`src/rtl/spi_burst_ctrl.sv`:
```
// Multi-byte SPI burst sequencer: frames CS around N engine byte transfers.
// Optional wr_ack watchdog is enabled by defining SPI_BURST_ACK_TIMEOUT_EN.
module spi_burst_ctrl #(
  parameter int CS_SETUP    = 4,
  parameter int CS_HOLD     = 4,
  parameter int BYTE_GAP    = 2,
  parameter int ACK_TIMEOUT = 65535
) (
  input  logic       sys_clk,
  input  logic       sys_rst_n,
  input  logic       start,
  input  logic [7:0] len,
  input  logic       abort,
  output logic       busy,
  output logic       done,
  output logic       err,
  input  logic [7:0] tx_data,
  input  logic       tx_valid,
  output logic       tx_ready,
  output logic [7:0] rx_data,
  output logic       rx_valid,
  output logic       spi_cs_ctrl,
  output logic       spi_wr_req,
  input  logic       spi_wr_ack,
  output logic [7:0] spi_data_tx,
  input  logic [7:0] spi_data_rx
);

`ifdef SPI_BURST_ACK_TIMEOUT_EN
  localparam bit ACK_TO_EN = 1'b1;
`else
  localparam bit ACK_TO_EN = 1'b0;
`endif

  localparam logic [15:0] SETUP_LAST = 16'(CS_SETUP - 1);
  localparam logic [15:0] HOLD_LAST  = 16'(CS_HOLD - 1);
  localparam logic [15:0] GAP_LAST   = 16'(BYTE_GAP - 1);
  localparam logic [15:0] TO_LAST    = 16'(ACK_TIMEOUT - 1);

  typedef enum logic [2:0] {IDLE, SETUP, LOAD, XFER, GAP, HOLD} state_t;

  typedef struct packed {
    logic       busy;
    logic       done;
    logic       err;
    logic       tx_ready;
    logic       rx_valid;
    logic       cs;
    logic       wr_req;
    logic [7:0] rx_data;
    logic [7:0] data_tx;
  } out_t;

  state_t      state, state_d;
  out_t        q, d;
  logic [7:0]  byte_cnt, byte_cnt_d;
  logic [15:0] dly, dly_d;
  logic [15:0] wd, wd_d;
  logic        abort_q, abort_d;

  always_ff @(posedge sys_clk or negedge sys_rst_n) begin
    if (!sys_rst_n) begin
      state    <= IDLE;
      q        <= '0;
      q.cs     <= 1'b1;
      byte_cnt <= '0;
      dly      <= '0;
      wd       <= '0;
      abort_q  <= 1'b0;
    end else begin
      state    <= state_d;
      q        <= d;
      byte_cnt <= byte_cnt_d;
      dly      <= dly_d;
      wd       <= wd_d;
      abort_q  <= abort_d;
    end
  end

  // tx_ready is issued one cycle ahead of the LOAD decision so that it is
  // visible in the LOAD cycle itself; the byte is taken on the edge after it.
  always_comb begin
    state_d    = state;
    d          = q;
    d.done     = 1'b0;
    d.err      = 1'b0;
    d.tx_ready = 1'b0;
    d.rx_valid = 1'b0;
    byte_cnt_d = byte_cnt;
    dly_d      = dly;
    wd_d       = wd;
    abort_d    = abort_q | abort;
    unique case (state)
      IDLE: begin
        abort_d = 1'b0;
        dly_d   = '0;
        if (start && len != 8'd0) begin
          state_d    = SETUP;
          byte_cnt_d = len;
          d.busy     = 1'b1;
          d.cs       = 1'b0;
        end
      end
      SETUP: begin
        if (abort_d) begin
          state_d = HOLD;
          dly_d   = '0;
        end else if (dly == SETUP_LAST) begin
          state_d    = LOAD;
          dly_d      = '0;
          d.tx_ready = tx_valid;
        end else begin
          dly_d = dly + 16'd1;
        end
      end
      LOAD: begin
        if (abort_d) begin
          state_d = HOLD;
          dly_d   = '0;
        end else if (q.tx_ready) begin
          state_d   = XFER;
          d.data_tx = tx_data;
          d.wr_req  = 1'b1;
          wd_d      = '0;
        end else begin
          d.tx_ready = tx_valid;
        end
      end
      XFER: begin
        if (spi_wr_ack) begin
          d.wr_req   = 1'b0;
          d.rx_data  = spi_data_rx;
          d.rx_valid = 1'b1;
          byte_cnt_d = byte_cnt - 8'd1;
          dly_d      = '0;
          state_d    = (byte_cnt == 8'd1 || abort_d) ? HOLD : GAP;
        end else if (ACK_TO_EN && wd == TO_LAST) begin
          d.wr_req = 1'b0;
          d.err    = 1'b1;
          dly_d    = '0;
          state_d  = HOLD;
        end else begin
          wd_d = wd + 16'd1;
        end
      end
      GAP: begin
        if (abort_d) begin
          state_d = HOLD;
          dly_d   = '0;
        end else if (dly == GAP_LAST) begin
          state_d    = LOAD;
          dly_d      = '0;
          d.tx_ready = tx_valid;
        end else begin
          dly_d = dly + 16'd1;
        end
      end
      HOLD: begin
        if (dly == HOLD_LAST) begin
          state_d = IDLE;
          dly_d   = '0;
          d.cs    = 1'b1;
          d.done  = 1'b1;
          d.busy  = 1'b0;
        end else begin
          dly_d = dly + 16'd1;
        end
      end
      default: state_d = IDLE;
    endcase
  end

  assign busy        = q.busy;
  assign done        = q.done;
  assign err         = q.err;
  assign tx_ready    = q.tx_ready;
  assign rx_valid    = q.rx_valid;
  assign rx_data     = q.rx_data;
  assign spi_cs_ctrl = q.cs;
  assign spi_wr_req  = q.wr_req;
  assign spi_data_tx = q.data_tx;

endmodule

```
`config.mk`:
```
export PLATFORM = sky130hd
export DESIGN_NAME = spi_burst_ctrl
export DESIGN_NICKNAME = d
export VERILOG_FILES = /design/src/rtl/spi_burst_ctrl.sv
export SDC_FILE = /design/constraint.sdc
export NUM_CORES = 1
export LEC_CHECK = 0
export BUFFER_PORTS_ARGS = -buffer_cell sky130_fd_sc_hd__buf_2
export CORE_AREA = 2 2 97 99
export CTS_BUF_LIST = sky130_fd_sc_hd__clkbuf_8
export CTS_CLUSTER_SIZE = 20
export DETAILED_ROUTE_END_ITERATION = 7
export DIE_AREA = 0 0 99 101
export HOLD_SLACK_MARGIN = 0.06
export PLACE_DENSITY = 0.5
export SKIP_LAST_GASP = 1
export SLEW_MARGIN = 0
export SYNTH_ARGS = -nofsm -noshare
export SYNTH_HDL_FRONTEND = slang
export SYNTH_SLANG_ARGS = --single-unit
```
`constraint.sdc`:
```
create_clock -name sys_clk -period 2.3 [get_ports sys_clk]
set_input_delay 0.115 -clock sys_clk [delete_from_list [all_inputs] [get_ports sys_clk]]
set_output_delay 0.115 -clock sys_clk [all_outputs]
set_load 0.01 [all_outputs]
```
# [Word level (Yosys, flattened, before mapping)]
# Index checks and enable logic that the tools add are counted.
[totals] inputBits=30 output_inout_bits=23 regBits=50 word_cells=90
[classes] mux=42 bitwise=2 reduce_logical=15 eq_ne=17 n_addsub=2
[ops] cell="$mux W16" count=6
[ops] cell="$pmux W16 S6" count=1
[ops] cell="$mux W3" count=9
[ops] cell="$pmux W3 S6" count=1
[ops] cell="$add A16 B1 Y16 const B" count=1
[ops] cell="$eq A16 B1 Y1 const B" count=1
[ops] cell="$eq A16 B2 Y1 const B" count=1
[ops] cell="$mux W1" count=16
[ops] cell="$mux W8" count=2
[ops] cell="$pmux W8 S2" count=1
[ops] cell="$ne A2 B2 Y1 const B" count=6
[ops] cell="$reduce_and A3 Y1" count=4
[ops] cell="$mux W9" count=1
[ops] cell="$ne A3 B3 Y1 const B" count=3
[ops] cell="$eq A8 B1 Y1 const B" count=1
[ops] cell="$reduce_bool A8 Y1" count=1
[ops] cell="$sub A8 B1 Y8 const B" count=1
[ops] cell="$eq A3 B2 Y1 const B" count=2
[ops] cell="$eq A3 B3 Y1 const B" count=2
[ops] cell="$pmux W1 S2" count=3
[ops] cell="$reduce_and A6 Y1" count=1
[ops] cell="$reduce_bool A2 Y1" count=3
[ops] cell="$reduce_bool A6 Y1" count=1
[ops] cell="$reduce_and A4 Y1" count=1
[ops] cell="9 further kinds" count=9

# [Depth between registers and ports, before layout]
# Gate-level depths: netlist (run 1).
[depth] depth_word=5 depth_mapped=7 depth_no_buf=6

# [Worst setup path before layout (run 1)]
# No wires, ideal clock.
[synth_timing] path_kind="reg-to-reg" startpoint="register dly[2]" endpoint="register dly[10]" stages_incl_launch_ff=7 arrival_ns=1.604 setup_slack_ns=0.577 required_time_ns=2.181 path_cell_list="dfrtp_1 -> nor4_2 -> and4b_2 -> a31oi_4 -> nor3b_4 -> buf_6 -> nor2_1"
[synth_via] elab_chain_cells=4
[synth_rtl] element="from (decl)" line="57" text="logic [15:0] dly, dly_d;"
[synth_rtl] element="from (signal assigned)" line="74" text="dly <= dly_d;"
[synth_rtl] element="$add A16 B1 Y16, or another cell as far along" line="113, 155, 166"
[synth_rtl] element="$mux W16 (on tied branches)" line="150, 108, 159"
[synth_rtl] element="$mux W16 (on tied branches)" line="147, 105"
[synth_rtl] element="$pmux W16 S6 (*)" line="93" text="unique case (state)"
# Every way passes the cells marked *; elsewhere a longest branch is shown, timed or not.
# A chain may end at the register's enable or synchronous reset.

# [Worst setup path in the final report (run 1)]
[layout_timing] startpoint="register dly[12]" endpoint="register dly[6]"
[layout_via] elab_chain_cells=4
[layout_rtl] element="$eq A16 B1 Y1 / $eq A16 B2 Y1 (equally long branches)" line="150, 108, 159"
[layout_rtl] element="$mux W16 (on tied branches)" line="150, 108, 159"
[layout_rtl] element="$mux W16 (on tied branches)" line="147, 105"
[layout_rtl] element="$pmux W16 S6 (*)" line="93"
# Marked as above.

==> metrics.log, run 1 <==
INFO  metric status = completed
INFO  metric syn2layout_area_growth = 25.8%
INFO  metric post-cts-setup-buffers = 0
INFO  metric io-pin-count = 53
INFO  metric maxCapViolCount = 0
INFO  metric initial_utilization = 29.1%
INFO  metric worst_setup_sp_type = register
INFO  metric fin_tns_setup = 0 ns
INFO  metric yosys_cell_types = 52
INFO  metric floorplan.die_area = 10000 µm²
INFO  metric firstDrtPassIters = 4
INFO  metric nNetsFinal = 367
INFO  metric fmax = 0.509 GHz
INFO  metric cp_data_arrival_time = 2.16 ns
INFO  metric dp_worst_setup_slack = 0.347 ns
INFO  metric worstPathRequired = 2.50 ns
INFO  metric highest_ir_drop_seen_on_vdd = 349 µV
INFO  metric synth_seq_cells = 50
INFO  metric vias_in_the_first_global_route = 2098
INFO  metric layout_cells_sized_above_1 = 27.8%
INFO  metric antenna_violations_before_repair = 0
INFO  metric place_hpwl = 4.22 mm
INFO  metric synth.top_cells.by_area = dfrtp_1 (47%), mux2_2 (6.9%), nor2_1 (4.3%)
INFO  metric hold_viol_final = 0
INFO  metric cellPowerDensity = 916 nW/µm²
INFO  metric holdCritPathClass = primary input to register
INFO  metric timing.setup.critical_path_class = register to register
INFO  metric drc = 0
INFO  metric row_count = 35
INFO  metric overflow = 0
INFO  metric finish.cell_count_without_fillers = 445
INFO  metric synth_sequential_area_ratio = 47.9%
INFO  metric worstMarginPinSlew = 0.662 ns
INFO  metric unrepaired_setup_endpoints_after_global_routing = false
INFO  metric fillers = 905
INFO  metric worst_slack = 0.335 ns
INFO  metric count_of_flip_flops_with_a_built_in_enable_after_synthesis = 0
INFO  metric post_cts_resize_count = 0
INFO  metric syn-cell-area = 2620 µm²
INFO  metric maxSlewHeadroom = 55.8%
INFO  metric critPathCaptureType = register
INFO  metric clock-skew-final = 0.00863 ns
INFO  metric p_total = 3.02 mW
INFO  metric cts_htree_levels = 2
INFO  metric setup-violations-final = 0
INFO  metric ys_async_sr_fraction = 100%
INFO  metric diodes = 0
INFO  metric cts_tree = yes
INFO  metric grt_first_pass_wirelength = 10.2 mm
INFO  metric grt_start_max_net_pins = 27
INFO  metric worst_skew_pair.late_latency = 0.30 ns
INFO  metric slew_violations = 0
INFO  metric most-common-layout-cells = buf_2 (51), dfrtp_1 (49), nor2_1 (30), nand2_1 (20), dlygate4sd3_1 (18)
INFO  metric gp_congestion = 0.765
INFO  metric hold_path.startpoint = tx_valid
INFO  metric syn-num-nets = 297
INFO  metric via_count = 2153
INFO  metric track_usage = 12.6%
INFO  metric die_w = 99 µm
INFO  metric cts_buffers = 5
INFO  metric most_common_library_cell_in_the_layout_ignoring_fill_and_taps = buf_2
INFO  metric avgRoutedWirePerCell = 13.7 µm
INFO  metric synth.top_cell.area_share = 46.9%
INFO  metric core_area = 8980 µm²
INFO  metric leakagePower = 1.49 nW
INFO  metric post-place-cells = 419
INFO  metric timing.hold.ws = 0.0723 ns
INFO  metric clk_path_buf_depth = 2
INFO  metric r2r_start = dly[12]
INFO  metric ant_nets = 0
INFO  metric vias_per_cell = 4.84
INFO  metric crit_path_start = dly[12]
INFO  metric fin_crit_sh = 85.4%
INFO  metric synth_area_leader_cell = dfrtp_1
INFO  metric dieHeight = 101 µm
INFO  metric cp_max_fo = 11
INFO  metric clkSinkCount = 50
INFO  metric synthesis.area_per_instance = 9.95 µm²
INFO  metric clk_root_buffer_cell = clkbuf_8
INFO  metric finalCriticalPeriod = 1.96 ns
INFO  metric totalWireLength = 6.10 mm
INFO  metric yosysWarnings = 0
INFO  metric port_buffers = 51
INFO  metric cts.clk_slew.worst_paths = 0.10 ns
INFO  metric dominantRegCellSynth = dfrtp_1
INFO  metric drc_violation_total_after_the_first_tritonroute_iteration = 68
INFO  metric synth_cells = 263
-- critical path: stages (launching register included) --
cell and delay, ns:
dfrtp_1 0.44, nor4_2 0.34, and4b_2 0.33, a31oi_4 0.14
nor3b_4 0.30, buf_4 0.23, nor2_1 0.07
-- worst paths after layout --
kind                                to  depth (start not counted)  slack [ns]
setup / recovery                dly[6]                          6        0.34
min in group asynchronous  byte_cnt[4]                          2        0.37
setup reg to reg                dly[6]                          6        0.34
hold reg to reg            spi_cs_ctrl                          2        0.46
hold / removal                tx_ready                          3        0.07
max in group asynchronous  spi_cs_ctrl                          3        1.28
-- final cells by class --
cell class | count | area [µm²] | share of cell area, %
sequential | 50 | 1250 | 38.0
inverter | 8 | 30.0 | 0.912
tap | 111 | 139 | 4.22
timing repair buffer | 76 | 500 | 15.2
clock buffer | 5 | 68.8 | 2.09
clock inverter | 3 | 40.0 | 1.22
multi-input combinational | 192 | 1260 | 38.3
-- per-layer routing --
metal | global-route usage, % | share of wire, %
met1 | 16.7 | 47
met2 | 20.6 | 48
met3 | 2.70 | 4.0
met4 | 3.79 | 1.2
met5 | 0 | 0
-- metrics by stage --
stage | utilization, % | cell area [µm²]
6_report | 36.7 | 3290
5_1_grt | 36.7 | 3290
4_1_cts | 36.7 | 3290
3_5_place_dp | 33.4 | 3000
3_3_place_gp | 33.4 | 3000
2_1_floorplan | - | 2620
-- where the power goes --
group	total, mW	switching [mW]	leakage (nW)	internal, mW
Combinational	1.09	0.591	0.777	0.498
Sequential	1.31	0.231	0.653	1.08
Clock	0.617	0.296	0.0579	0.321
-- cell usage after synthesis, types with 2 or more instances --
library cell / n
nor2_1: 30
buf_2: 7
or4_1: 4
nand2_1: 20
and3_1: 2
ha_1: 4
buf_4: 2
nor3_1: 12
o31ai_1: 2
a21oi_1: 16
clkbuf_1: 3
o21ai_0: 9
o211ai_1: 2
a31oi_1: 2
nor4_2: 2
mux2i_1: 2
dfrtp_1: 49
xnor2_1: 10
nand4_1: 6
nor3b_1: 2
mux2_2: 16
inv_1: 8
nand3_1: 10
nand2b_1: 3
o22ai_1: 4
nor4_1: 4
nor2b_1: 6
xor2_1: 2
-- timing repair --
item	in CTS	in global routing
setup endpoints to repair	0	0
hold endpoints to repair	42	0
hold buffers	18	0
-- sequential cells by signal, summed over array words and instances (netlist names) --
name / flops
abort_q: 1
spi_data_tx: 8
rx_data: 8
dly: 16
done: 1
spi_cs_ctrl: 1
rx_valid: 1
spi_wr_req: 1
tx_ready: 1
busy: 1
byte_cnt: 8
state: 3
-- cells by family (layout without fill, tap and decap cells) --
logic type / after synthesis / in the layout / share of synthesized area (%)
buffers and inverters: 21 / 92 / 3.92
xor gates and xnor gates: 12 / 12 / 4.02
DFF: 50 / 50 / 47.9
AOI/OAI and AO/OA: 48 / 48 / 12.5
and+or+nand+nor: 109 / 109 / 22.0
other: 1 / 1 / 0.143
muxes: 18 / 18 / 7.65
adders and majority gates: 4 / 4 / 1.91
No activity file was read; power rests on OpenSTA's default activity.
==> inputs of run 2 (changes only) <==
- CELL_PAD_IN_SITES_DETAIL_PLACEMENT: default -> 0
- CELL_PAD_IN_SITES_GLOBAL_PLACEMENT: default -> 1
- PLACE_DENSITY: 0.5 -> 0.61
==> metrics.log, run 2 (synthesis results as in run 1) <==
INFO  metric worst_skew_pair.late_latency = 0.31 ns (was 0.30 ns)
INFO  metric critPathCaptureType = register (unchanged)
INFO  metric cellPowerDensity = 927 nW/µm² (was 916 nW/µm²)
INFO  metric place_hpwl = 4.21 mm (was 4.22 mm)
INFO  metric floorplan.die_area = 10000 µm² (unchanged)
INFO  metric worst_setup_sp_type = register (unchanged)
INFO  metric vias_per_cell = 4.82 (was 4.84)
INFO  metric leakagePower = 1.50 nW (was 1.49 nW)
INFO  metric most-common-layout-cells = buf_2 (51), dfrtp_1 (49), nor2_1 (30), nand2_1 (20), dlygate4sd3_1 (19) (was buf_2 (51), dfrtp_1 (49), nor2_1 (30), nand2_1 (20), dlygate4sd3_1 (18))
INFO  metric critical_path.n_buffers_inverters = 0 (was 1)
INFO  metric syn2layout_area_growth = 26.6% (was 25.8%)
INFO  metric worst_path_largest_cell_delay = 0.66 ns (was 0.44 ns)
INFO  metric firstDrtPassIters = 4 (unchanged)
INFO  metric critical-path-top-delay-family = simple AND/OR/NAND/NOR gates (unchanged)
INFO  metric track_usage = 12.6% (about the same)
INFO  metric totalWireLength = 6.03 mm (was 6.10 mm)
INFO  metric hold_viol_final = 0 (unchanged)
INFO  metric drc = 0 (unchanged)
INFO  metric gp_congestion = 0.738 (was 0.765)
INFO  metric p_total = 3.07 mW (was 3.02 mW)
INFO  metric critical_path.cell_chain = and3b_1 -> nand2_1 -> nand2_2 -> mux2i_1 -> nand2_1 (was nor4_2 -> and4b_2 -> a31oi_4 -> nor3b_4 -> buf_4 -> nor2_1)
INFO  metric clk_path_buf_depth = 2 (unchanged)
INFO  metric post-cts-setup-buffers = 0 (unchanged)
INFO  metric nNetsFinal = 370 (was 367)
INFO  metric fillers = 881 (was 905)
INFO  metric dr_wl_met3 = 265 µm (was 241 µm)
INFO  metric setup-violations-final = 0 (unchanged)
INFO  metric p_comb_share = 35.9% (was 36.1%)
INFO  metric routed_length_on_met2 = 2.85 mm (was 2.91 mm)
INFO  metric antenna_violations_before_repair = 0 (unchanged)
INFO  metric cp_data_arrival_time = 2.14 ns (was 2.16 ns)
INFO  metric layout_cells_sized_above_1 = 28.2% (was 27.8%)
INFO  metric fmax = 0.517 GHz (was 0.509 GHz)
INFO  metric row_count = 35 (unchanged)
INFO  metric maxSlewHeadroom = 57.0% (was 55.8%)
INFO  metric slew_violations = 0 (unchanged)
INFO  metric most_common_library_cell_in_the_layout_ignoring_fill_and_taps = buf_2 (unchanged)
INFO  metric drc_violation_total_after_the_first_tritonroute_iteration = 78 (was 68)
INFO  metric number_of_flip_flops_under_the_largest_register_name = 16 (unchanged)
INFO  metric grt_first_pass_wirelength = 10.1 mm (was 10.2 mm)
INFO  metric vias_in_the_first_global_route = 2068 (was 2098)
INFO  metric via_count = 2158 (was 2153)
INFO  metric grt_start_max_net_pins = 51 (was 27)
INFO  metric clock_power_share = 21.7% (was 20.4%)
INFO  metric status = completed (unchanged)
INFO  metric worstMarginPinSlew = 0.645 ns (was 0.662 ns)
INFO  metric ant_nets = 0 (unchanged)
INFO  metric worstPathRequired = 2.51 ns (was 2.50 ns)
INFO  metric cts_buffers = 5 (unchanged)
INFO  metric holdBufCountCts = 19 (was 18)
INFO  metric clock-skew-final = 0.00825 ns (was 0.00863 ns)
INFO  metric timing.setup.critical_path_class = register to register (unchanged)
INFO  metric worst_slack = 0.367 ns (was 0.335 ns)
INFO  metric cts_tree = yes (unchanged)
INFO  metric diodes = 0 (unchanged)
INFO  metric highest_ir_drop_seen_on_vdd = 406 µV (was 349 µV)
INFO  metric power_switching = 1.16 mW (was 1.12 mW)
INFO  metric finalCriticalPeriod = 1.93 ns (was 1.96 ns)
INFO  metric fin_tns_setup = 0 ns (unchanged)
INFO  metric overflow = 0 (unchanged)
INFO  metric avgRoutedWirePerCell = 13.5 µm (was 13.7 µm)
INFO  metric core_area = 8980 µm² (unchanged)
INFO  metric post_cts_resize_count = 0 (unchanged)
INFO  metric holdCritPathClass = primary input to register (unchanged)
INFO  metric io-pin-count = 53 (unchanged)
INFO  metric port_buffers = 51 (unchanged)
INFO  metric max_flop_register = dly (unchanged)
INFO  metric fin_crit_sh = 84.1% (was 85.4%)
INFO  metric dp_worst_setup_slack = 0.356 ns (was 0.347 ns)
INFO  metric route.top_layer_used = met4 (unchanged)
INFO  metric crit_path_top_delay_cell = dfrtp_1 (unchanged)
INFO  metric maxCapViolCount = 0 (unchanged)
INFO  metric dieHeight = 101 µm (unchanged)
INFO  metric critical-path-top-cell-by-count = nand2_1
INFO  metric power_switching_share = 37.7% (was 37.1%)
INFO  metric cts.clk_slew.worst_paths = 0.11 ns (was 0.10 ns)
INFO  metric initial_utilization = 29.1% (unchanged)
INFO  metric clk_root_buffer_cell = clkbuf_8 (unchanged)
INFO  metric unrepaired_setup_endpoints_after_global_routing = false (unchanged)
INFO  metric met1Wirelength = 2.86 mm (was 2.88 mm)
INFO  metric cp_max_fo = 16 (was 11)
INFO  metric die_w = 99 µm (unchanged)
INFO  metric cellInternalPower = 1.91 mW (was 1.90 mW)
INFO  metric clkSinkCount = 50 (unchanged)
INFO  metric share_seq_of_total_power = 42.4% (was 43.4%)
INFO  metric cts_htree_levels = 2 (unchanged)
## run 2: cell count changes in the layout (fill, tap and decap cells not counted)
cell and delta:
buf_4 +3, clkinv_2 -2, buf_12 -1, clkinvlp_4 +1, dlygate4sd3_1 +1, inv_8 +1
## run 2: worst min-delay path, stage by stage
cell and delay, ns:
buf_2 0.09, o211ai_1 0.09, o21ai_1 0.07
## run 2: metrics by stage
step	hold WS, ns	util, %	std cells	instance area (µm²)
final	0.0917	36.9	448	3310
after global routing	0.103	36.9	448	3310
after CTS	0.0809	36.9	448	3310
after detailed placement	0.277	33.5	421	3010
after global placement	0.279	33.5	421	3010
after floorplan	-0.181	-	263	2620
## run 2: power groups by stage
stage          Combinational (mW)  Sequential, mW  Clock, mW
2_1_floorplan               0.811            1.27          0
3_3_place_gp                 1.09            1.31          0
3_5_place_dp                 1.09            1.32          0
4_1_cts                      1.12            1.30      0.704
5_1_grt                      1.24            1.34      0.735
6_report                     1.10            1.30      0.666
## run 2: routing by layer
layer,GRT usage (%),up-vias
met5,0,-
met1,16.2,1020
met3,2.70,6
met4,3.48,0
li1,-,1079
met2,21.4,53
## run 2: layout make-up
class | instances | area [µm²] | share of cell area [%]
Tap cell | 111 | 139 | 4.19
Multi-Input combinational cell | 192 | 1260 | 38.1
Timing Repair Buffer | 79 | 513 | 15.5
Inverter | 8 | 30.0 | 0.906
Sequential cell | 50 | 1250 | 37.8
Clock inverter | 3 | 48.8 | 1.47
Clock buffer | 5 | 68.8 | 2.08
## run 2: final timing paths
path,start,endpoint,slack (ns),depth (start not counted)
min,len[1],byte_cnt[1],0.09,3
min in group asynchronous,sys_rst_n,rx_data[5],0.45,3
min reg2reg,spi_cs_ctrl,spi_cs_ctrl,0.48,2
max,state[2],byte_cnt[0],0.37,5
max in group asynchronous,sys_rst_n,tx_ready,1.42,3
max reg2reg,state[2],byte_cnt[0],0.37,5
==> inputs of run 3 (changes only) <==
- clock period: 2.3 -> 1.9 ns (I/O delays scaled with it)
==> metrics.log, run 3 (synthesis results as in run 1) <==
INFO  metric io-pin-count = 53 (unchanged)
INFO  metric fmax = 0.555 GHz (was 0.517 GHz)
INFO  metric worst_path_largest_cell_delay = 0.43 ns (was 0.66 ns)
INFO  metric drc_violation_total_after_the_first_tritonroute_iteration = 95 (was 78)
INFO  metric clk_root_buffer_cell = clkbuf_8 (unchanged)
INFO  metric diodes = 0 (unchanged)
INFO  metric track_usage = 13.2% (was 12.6%)
INFO  metric grt_start_max_net_pins = 48 (was 51)
INFO  metric cts_buffers = 5 (unchanged)
INFO  metric clkSinkCount = 50 (unchanged)
INFO  metric grt_first_pass_wirelength = 10.6 mm (was 10.1 mm)
INFO  metric ant_nets = 0 (unchanged)
INFO  metric core_area = 8980 µm² (unchanged)
INFO  metric floorplan.die_area = 10000 µm² (unchanged)
INFO  metric drc = 0 (unchanged)
INFO  metric clock-skew-final = 0.0144 ns (was 0.00825 ns)
INFO  metric holdCritPathClass = primary input to register (unchanged)
INFO  metric nNetsFinal = 388 (was 370)
INFO  metric cts_tree = yes (unchanged)
INFO  metric vias_per_cell = 4.77 (was 4.82)
INFO  metric critical-path-top-delay-family = simple AND/OR/NAND/NOR gates (unchanged)
INFO  metric gp_congestion = 0.739 (was 0.738)
INFO  metric worst-path-stages = 6 (was 5)
INFO  metric timing.hold.worst_endpoint = byte_cnt[1] (unchanged)
INFO  metric cts.clk_slew.worst_paths = 0.10 ns (was 0.11 ns)
INFO  metric clk_path_buf_depth = 2 (unchanged)
INFO  metric status = completed (unchanged)
INFO  metric global_route.usage.met3 = 2.91% (was 2.70%)
INFO  metric timing.rr.end = dly[3] (was byte_cnt[0])
INFO  metric leakagePower = 1.62 nW (was 1.50 nW)
INFO  metric timing.hold.ws = 0.0780 ns (was 0.0917 ns)
INFO  metric place_hpwl = 4.44 mm (was 4.21 mm)
INFO  metric crit_path_top_delay_cell = dfrtp_1 (unchanged)
INFO  metric p_total = 3.74 mW (was 3.07 mW)
INFO  metric avgRoutedWirePerCell = 13.5 µm (about the same)
INFO  metric worst_hold_path.num_cells = 3 (unchanged)
INFO  metric fin_crit_sh = 94.9% (was 84.1%)
INFO  metric hold_path.startpoint = len[1] (unchanged)
INFO  metric layout_cells_sized_above_1 = 33.2% (was 28.2%)
INFO  metric max_flop_register = dly (unchanged)
INFO  metric reg2reg_setup_slack = 0.1 ns (was 0.37 ns)
INFO  metric syn2layout_area_growth = 34.3% (was 26.6%)
INFO  metric slew_violations = 0 (unchanged)
INFO  metric initial_utilization = 29.1% (unchanged)
INFO  metric cellPowerDensity = 1070 nW/µm² (was 927 nW/µm²)
INFO  metric firstDrtPassIters = 4 (unchanged)
INFO  metric die_w = 99 µm (unchanged)
INFO  metric row_count = 35 (unchanged)
INFO  metric cp_max_fo = 14 (was 16)
INFO  metric hold_viol_final = 0 (unchanged)
INFO  metric finalCriticalPeriod = 1.80 ns (was 1.93 ns)
INFO  metric post-place-cells = 437 (was 421)
INFO  metric use_met2 = 21.4% (about the same)
INFO  metric worstPathRequired = 2.09 ns (was 2.51 ns)
INFO  metric maxCapViolCount = 0 (unchanged)
INFO  metric cts_htree_levels = 2 (unchanged)
INFO  metric via_count = 2224 (was 2158)
INFO  metric setup-violations-final = 0 (unchanged)
INFO  metric overflow = 0 (unchanged)
INFO  metric met1_usage = 17.5% (was 16.2%)
INFO  metric depth_of_the_worst_register_to_register_path = 6 (was 5)
INFO  metric highest_ir_drop_seen_on_vdd = 337 µV (was 406 µV)
INFO  metric cp_data_arrival_time = 2.00 ns (was 2.14 ns)
INFO  metric most-common-layout-cells = buf_2 (51), dfrtp_1 (47), nor2_1 (30), buf_4 (24), nand2_1 (20) (was buf_2 (51), dfrtp_1 (49), nor2_1 (30), nand2_1 (20), dlygate4sd3_1 (19))
INFO  metric number_of_flip_flops_under_the_largest_register_name = 16 (unchanged)
INFO  metric most_common_library_cell_in_the_layout_ignoring_fill_and_taps = buf_2 (unchanged)
INFO  metric finish.cell_count_without_fillers = 466 (was 448)
INFO  metric worst_skew_pair.late_latency = 0.31 ns (about the same)
INFO  metric critical_path.n_buffers_inverters = 1 (was 0)
INFO  metric totalWireLength = 6.31 mm (was 6.03 mm)
INFO  metric critPathCaptureType = register (unchanged)
INFO  metric port_buffers = 51 (unchanged)
INFO  metric r2r_start = dly[15] (was state[2])
INFO  metric dieHeight = 101 µm (unchanged)
INFO  metric fillers = 887 (was 881)
INFO  metric critical_path.cell_chain = nor4_4 -> and4b_2 -> a31oi_4 -> nor3b_4 -> buf_12 -> nor3_1 (was and3b_1 -> nand2_1 -> nand2_2 -> mux2i_1 -> nand2_1)
INFO  metric vias_in_the_first_global_route = 2161 (was 2068)
INFO  metric worst_setup_sp_type = register (unchanged)
INFO  metric grt-busiest-layer = met2 (unchanged)
INFO  metric timing.setup.critical_path_class = register to register (unchanged)
INFO  metric antenna_violations_before_repair = 0 (unchanged)
-- run 3: cell count changes in the layout (fill, tap and decap cells not counted), moves of 2 or more --
cell / before / now
clkinv_4: 0 / 2
nor4_2: 2 / 0
dfrtp_1: 49 / 47
buf_4: 9 / 24
buf_12: 0 / 3
nor4_4: 0 / 3
dfrtp_2: 0 / 2
-- run 3: final cells by class --
type	instances	area [µm²]	area share, %
Multi-Input combinational cell	192	1310	37.2
Clock buffer	5	68.8	1.96
Timing Repair Buffer	97	686	19.5
Inverter	8	30.0	0.855
Tap cell	111	139	3.95
Clock inverter	3	28.8	0.819
Sequential cell	50	1250	35.7
-- run 3: stage by stage --
stage	setup TNS, ns	worst slack, ns	util [%]	cell area [µm²]
final	0	0.0973	39.1	3510
after global placement	0	0.0447	35.2	3160
after floorplan	0	0.177	-	2620
after detailed placement	0	0.0316	35.2	3160
after CTS	0	0.0353	38.5	3460
after global routing	-0.00799	-0.00799	39.1	3510
-- run 3: per-layer routing --
| metal | vias up | routed length [µm] |
|---|---|---|
| met2 | 48 | 2940 |
| met4 | 0 | 86 |
| met5 | - | 0 |
| li1 | 1121 | - |
| met3 | 6 | 295 |
| met1 | 1049 | 2990 |
-- run 3: timing repair --
| item | CTS | global route |
|---|---|---|
| setup buffers | 0 | 2 |
| gates resized for setup | 1 | 8 |
| hold buffers | 19 | 0 |
| pin swaps | 0 | 3 |
| hold endpoints to repair | 67 | 0 |
| endpoints found under the setup margin | 1 | 23 |
-- run 3: worst reg2reg max path: cells and delay by family (launching register included) --
family          cells  cell delay [ns]
flops               1             0.43
compound gates      1             0.14
buf+inv             1             0.17
simple gates        4             0.94
-- run 3: worst max path at each step --
stage                     startpoint  endpoint  slack, ns
final                        dly[15]    dly[3]        0.1
after detailed placement      dly[8]    dly[3]       0.03
after global routing          dly[2]    dly[3]     -0.008
after floorplan               dly[2]   dly[10]       0.18
after CTS                    dly[12]    dly[3]       0.04
after global placement        dly[8]    dly[3]       0.04
-- run 3: report_power, final --
| group | internal (mW) | switching (mW) | leakage (nW) | total (mW) |
|---|---|---|---|---|
| Clock | 0.274 | 0.396 | 0.0502 | 0.670 |
| Combinational | 0.720 | 0.780 | 0.915 | 1.50 |
| Sequential | 1.31 | 0.263 | 0.650 | 1.57 |
| Total | 2.30 | 1.44 | 1.62 | 3.74 |
